File: config.mk
export PLATFORM = sky130hd
export DESIGN_NAME = hazard_scoreboard
export DESIGN_NICKNAME = d
export VERILOG_FILES = /design/src/rtl/cpu_types_pkg.sv /design/src/rtl/sb_match.sv /design/src/rtl/hazard_scoreboard.sv
export SDC_FILE = /design/constraint.sdc
export NUM_CORES = 1
export LEC_CHECK = 0
export CAP_MARGIN = 20
export CELL_PAD_IN_SITES_DETAIL_PLACEMENT = 1
export CELL_PAD_IN_SITES_GLOBAL_PLACEMENT = 1
export CORE_UTILIZATION = 25
export DETAILED_ROUTE_END_ITERATION = 7
export PLACE_DENSITY_LB_ADDON = 0.1
export SKIP_CTS_REPAIR_TIMING = 1
export SYNTH_ARGS = -nofsm -noshare
export SYNTH_HDL_FRONTEND = slang
export SYNTH_SLANG_ARGS = --single-unit
File: constraint.sdc
create_clock -name CLK -period 2 [get_ports CLK]
set_input_delay 0.3 -clock CLK [delete_from_list [all_inputs] [get_ports CLK]]
set_output_delay 0.3 -clock CLK [all_outputs]
set_load 0.02 [all_outputs]
File: src/rtl/cpu_types_pkg.sv
// Shared CPU datapath types: register selects, forwarding selects and scoreboard entries.
package cpu_types_pkg;

  typedef logic [4:0] regbits_t;

  localparam int unsigned SB_DEPTH = 3;
  localparam int unsigned FWD_W    = $clog2(SB_DEPTH + 1);

  typedef logic [FWD_W-1:0] fwdsel_t;

  localparam fwdsel_t FWD_RF = '0;

  typedef struct packed {
    logic     valid;
    regbits_t wsel;
    logic     load;
  } sb_entry_t;

endpackage

File: src/rtl/sb_match.sv
// Youngest-match priority encoder: finds the lowest stage whose in-flight write targets rsel.
module sb_match
  import cpu_types_pkg::*;
#(
  parameter int unsigned DEPTH = SB_DEPTH,
  localparam int unsigned FW   = $clog2(DEPTH + 1)
) (
  input  sb_entry_t [DEPTH-1:0] entries,
  input  regbits_t              rsel,
  input  logic                  src_used,
  output logic                  hit,
  output logic [FW-1:0]         stage,
  output logic                  is_load
);

  // Scan oldest to youngest so the youngest match is the one left standing.
  always_comb begin
    hit     = 1'b0;
    stage   = '0;
    is_load = 1'b0;
    for (int i = DEPTH - 1; i >= 0; i--) begin
      if (entries[i].valid && entries[i].wsel == rsel && rsel != '0 && src_used) begin
        hit     = 1'b1;
        stage   = FW'(i + 1);
        is_load = entries[i].load;
      end
    end
  end

endmodule

File: src/rtl/hazard_scoreboard.sv
// Scoreboard-based stall/flush/forwarding controller with a saturating stall counter.
// Define HAZARD_FORWARD_EN to enable operand forwarding; otherwise hazards stall until WB.
module hazard_scoreboard
  import cpu_types_pkg::*;
#(
  parameter int unsigned DEPTH    = SB_DEPTH,
  parameter int unsigned LOAD_LAT = 2,
  localparam int unsigned FW      = $clog2(DEPTH + 1)
) (
  input  logic          CLK,
  input  logic          nRST,
  input  logic          issue_valid,
  input  regbits_t      issue_wsel,
  input  logic          issue_load,
  input  regbits_t      rsel1,
  input  regbits_t      rsel2,
  input  logic          use1,
  input  logic          use2,
  input  logic          branch_taken,
  input  logic          mem_wait,
  output logic          stall,
  output logic          flush,
  output logic [FW-1:0] fwd1,
  output logic [FW-1:0] fwd2,
  output logic          busy,
  output logic [31:0]   stall_cycles
);

  // Index 0 models stage 1 (EX), index DEPTH-1 models WB.
  sb_entry_t [DEPTH-1:0] sb_q;
  sb_entry_t             new_ent;
  logic [31:0]           cnt_q;

  logic          hit1, hit2, load1, load2, haz1, haz2;
  logic [FW-1:0] stage1, stage2;

  sb_match #(.DEPTH(DEPTH)) u_match1 (
    .entries  (sb_q),
    .rsel     (rsel1),
    .src_used (use1),
    .hit      (hit1),
    .stage    (stage1),
    .is_load  (load1)
  );

  sb_match #(.DEPTH(DEPTH)) u_match2 (
    .entries  (sb_q),
    .rsel     (rsel2),
    .src_used (use2),
    .hit      (hit2),
    .stage    (stage2),
    .is_load  (load2)
  );

`ifdef HAZARD_FORWARD_EN
  assign haz1 = hit1 && load1 && (32'(stage1) <= LOAD_LAT);
  assign haz2 = hit2 && load2 && (32'(stage2) <= LOAD_LAT);
  assign fwd1 = (hit1 && !haz1) ? stage1 : FW'(FWD_RF);
  assign fwd2 = (hit2 && !haz2) ? stage2 : FW'(FWD_RF);
`else
  // WB writes the register file in the first half-cycle, so a WB-stage match is safe.
  assign haz1 = hit1 && (32'(stage1) < DEPTH);
  assign haz2 = hit2 && (32'(stage2) < DEPTH);
  assign fwd1 = '0;
  assign fwd2 = '0;
  logic unused_load;
  assign unused_load = load1 ^ load2 ^ LOAD_LAT[0];
`endif

  assign flush = branch_taken && !mem_wait;
  assign stall = (haz1 || haz2) && !flush;

  always_comb begin
    busy = 1'b0;
    for (int i = 0; i < DEPTH; i++) begin
      busy = busy | sb_q[i].valid;
    end
  end

  always_comb begin
    new_ent = '0;
    if (issue_valid && !stall && !flush) begin
      new_ent.valid = 1'b1;
      new_ent.wsel  = issue_wsel;
      new_ent.load  = issue_load;
    end
  end

  always_ff @(posedge CLK or negedge nRST) begin
    if (!nRST) begin
      sb_q  <= '0;
      cnt_q <= '0;
    end else if (!mem_wait) begin
      sb_q <= {sb_q[DEPTH-2:0], new_ent};
      if (stall && cnt_q != 32'hFFFF_FFFF) begin
        cnt_q <= cnt_q + 32'd1;
      end
    end
  end

  assign stall_cycles = cnt_q;

endmodule
==> impl_results.md <==
* Status: finished, final reports clean
* Final period util at between 90% and 100%
* Most used DFF post-synth: dfrtp_1
* Chip width at between 100 and 150 um
* I/O pins at 62
* Overflow after GRT at 0
* Global-route wire length before repair at ~11,000 um
* Synth top area share at ~45%
* Initial antenna violation count at 0
* Pre-CTS setup slack at -0.553 ns
* Crit-path cells: xnor2_1 -> nand4_1 -> o22ai_2 -> a22oi_2 -> nor2_1 -> buf_4
* PnR worst setup slack at roughly 0.11 ns
* Post-synth top area cell: dfrtp_1
* Post-Place Cells at roughly 450
* Fin Hold WS at between 0.4 and 0.5 ns
* Setup CP Type: flop to output pin
* Syn Area/Cell at 11.0 um2
* Leakage Power at between 1.5 and 2 nW
* Endpoint class of the critical path: output pin
* Layout Cells excl Fill at ~460
* FMAX at approximately 530 MHz
* Initial Utilization at approximately 26%
* Post-synthesis sequential area ratio at approximately 45%
* Yosys reg bits at between 40 and 50
* TritonCTS Buffers at 5
* Standard-cell rows at 36
* Routed vias/inst at approximately 4.5
* H-Tree Depth at 2
* Layout cells sized above 1 at between 20% and 30%
* Number of global-route vias before repair at approximately 2,200
* Final setup violation count at 0
* Slew Limit Fails at 0
* Post-synthesis cell type count at 39
* Final Util at roughly 38%
* DRC viols at 0
* Post-synthesis instance area at ~2500 um2
* Buf/Inv on CP at 1
* Crit-path max cell delay at approximately 0.43 ns
* Critical Path RT at about 1.7 ns
* WL/cell at 14.6 um
* Core Footprint at a little under 10,000 um2
* Worst-path clk slew at about 0.08 ns
* Routed wire length at approximately 6800 um
* Crit path arrival time at between 1.5 and 2 ns
* Clock sinks at 45
* Full die area at ~10,000 um2
* Max FO, Critical Path at 3
* Routed Antenna Nets at 0
* PwrDens at 504 nW/um2
* Final Hold Viols at 0
* Overall power at about 1.9 mW
* Worst path slowest cell: dfrtp_1
* Clock latency on the worst-skew pair at 0.30 ns
* Layout area overhead at 46.5%
* Fraction of registers with async set/reset at 100%
* Largest net degree at the start of global routing at 17
* Initial DRC Count at 23
* Dpl hpwl at around 5200 um
* Post-synth EDFFs at 0
* Layout net count at 351
* YS warnings at 0
* Tot GR Track Use at roughly 14%
* Top-count cell post-synth: xnor2_1
* VDD IR max at 0.197 mV
* # diodes at 0
* Port bufs at 56
* Clock tree buffer depth at 2
* RD Place Congestion at 0.762
* Commonest cells post-synth: 50 x xnor2_1, 45 x dfrtp_1, 18 x nand4_1, 14 x nand2_1, 12 x nand3_2
* Synth top area cells: dfrtp_1 45%, xnor2_1 17%, nand3_2 4.8%
* CP Launch Type: flop
* DR pass1 iterations at 4
* Unrepaired setup endpoints after global routing: false
* Gate count after technology mapping at roughly 230
* Buffer type at the clock tree root: clkbuf_8
* Overall via count from detail_route at ~2,100
* Die Y at 102 um
* Final Critical Period at approximately 1.9 ns
* CTS tree: done
* Maxcap violations at 0
* Clock Skews at between 0.009 and 0.01 ns
* Worst Hold Class: input pin to asynchronous set/reset pin
* Critical path's top delay family: flip-flops
## layer usage
metal  track usage (%)  up-vias  part of all wire (%)
met5                 0        -                     0
met4              4.73        0                   1.7
met3              2.19        9                   3.1
met2              22.9       42                    47
met1              18.9     1025                    49
li1                  -     1009                     -
## layout by cell type (no fill, tap or decap), types with 2 or more instances in the layout
cell	synthesis	routed
clkbuf_8	0	7
a21oi_1	2	2
or4_1	2	2
o22ai_2	0	2
nand3_1	8	8
nand4_2	3	3
clkdlybuf4s50_1	0	43
o21a_1	2	2
nor3_4	0	2
buf_4	4	44
a22o_1	5	5
dfrtp_2	0	4
nand2_2	1	2
dlymetal6s2s_1	0	11
and2_1	2	2
nor2_1	10	10
nand2_1	14	13
nand4_1	18	18
conb_1	1	4
nor3_1	3	3
nand3_2	12	12
and3_1	10	10
xnor2_1	50	50
mux2_2	7	7
dfrtp_1	45	41
## report_power, final
group          leakage, nW  switching, mW  internal [mW]
Clock               0.0542          0.330          0.313
Combinational        0.919          0.109          0.138
Sequential           0.614         0.0319          0.936
## per-stage QoR
step / area [um2] / TNS (ns)
finish: 3680 / 0
global route: 3680 / 0
CTS: 3570 / -2.85
detailed placement: 3470 / -14.19
global placement: 3470 / -13.71
floorplan: 2540 / 0
## sequential cells by signal, indices dropped and copies added (netlist names)
| signal | count |
|---|---|
| sb_q | 13 |
| stall_cycles | 32 |
## logic make-up after synthesis
logic type      Yosys count  share of synthesized area, %
xor+xnor                 50                          17.4
compound gates           15                          4.53
flops                    45                          44.8
simple gates             95                          25.3
other cells               1                         0.149
mux                       8                          3.58
fa+ha+maj                 1                         0.497
buf+inv                  14                          3.78
## path summary, 6_finish.rpt
| kind | startpoint | end | slack [ns] | depth (start not counted) |
|---|---|---|---|---|
| max | sb_q[5] | stall | 0.11 | 6 |
| min reg2reg | stall_cycles[23] | stall_cycles[23] | 0.49 | 1 |
| min | nRST | sb_q[5] | 0.44 | 2 |
| max in group asynchronous | nRST | stall_cycles[6] | 0.98 | 3 |
| min in group CLK | stall_cycles[23] | stall_cycles[23] | 0.49 | 1 |
| max reg2reg | stall_cycles[6] | stall_cycles[19] | 0.17 | 7 |
## final cells by class
cell class / instances / area (um2)
Clock buffer: 7 / 96.3
Clock inverter: 1 / 5.00
Fill cell: 1111 / 6090
Multi-Input combinational cell: 173 / 1340
Sequential cell: 45 / 1130
Tap cell: 133 / 166
Timing Repair Buffer: 102 / 948
Power figures use the tool's default switching activity.
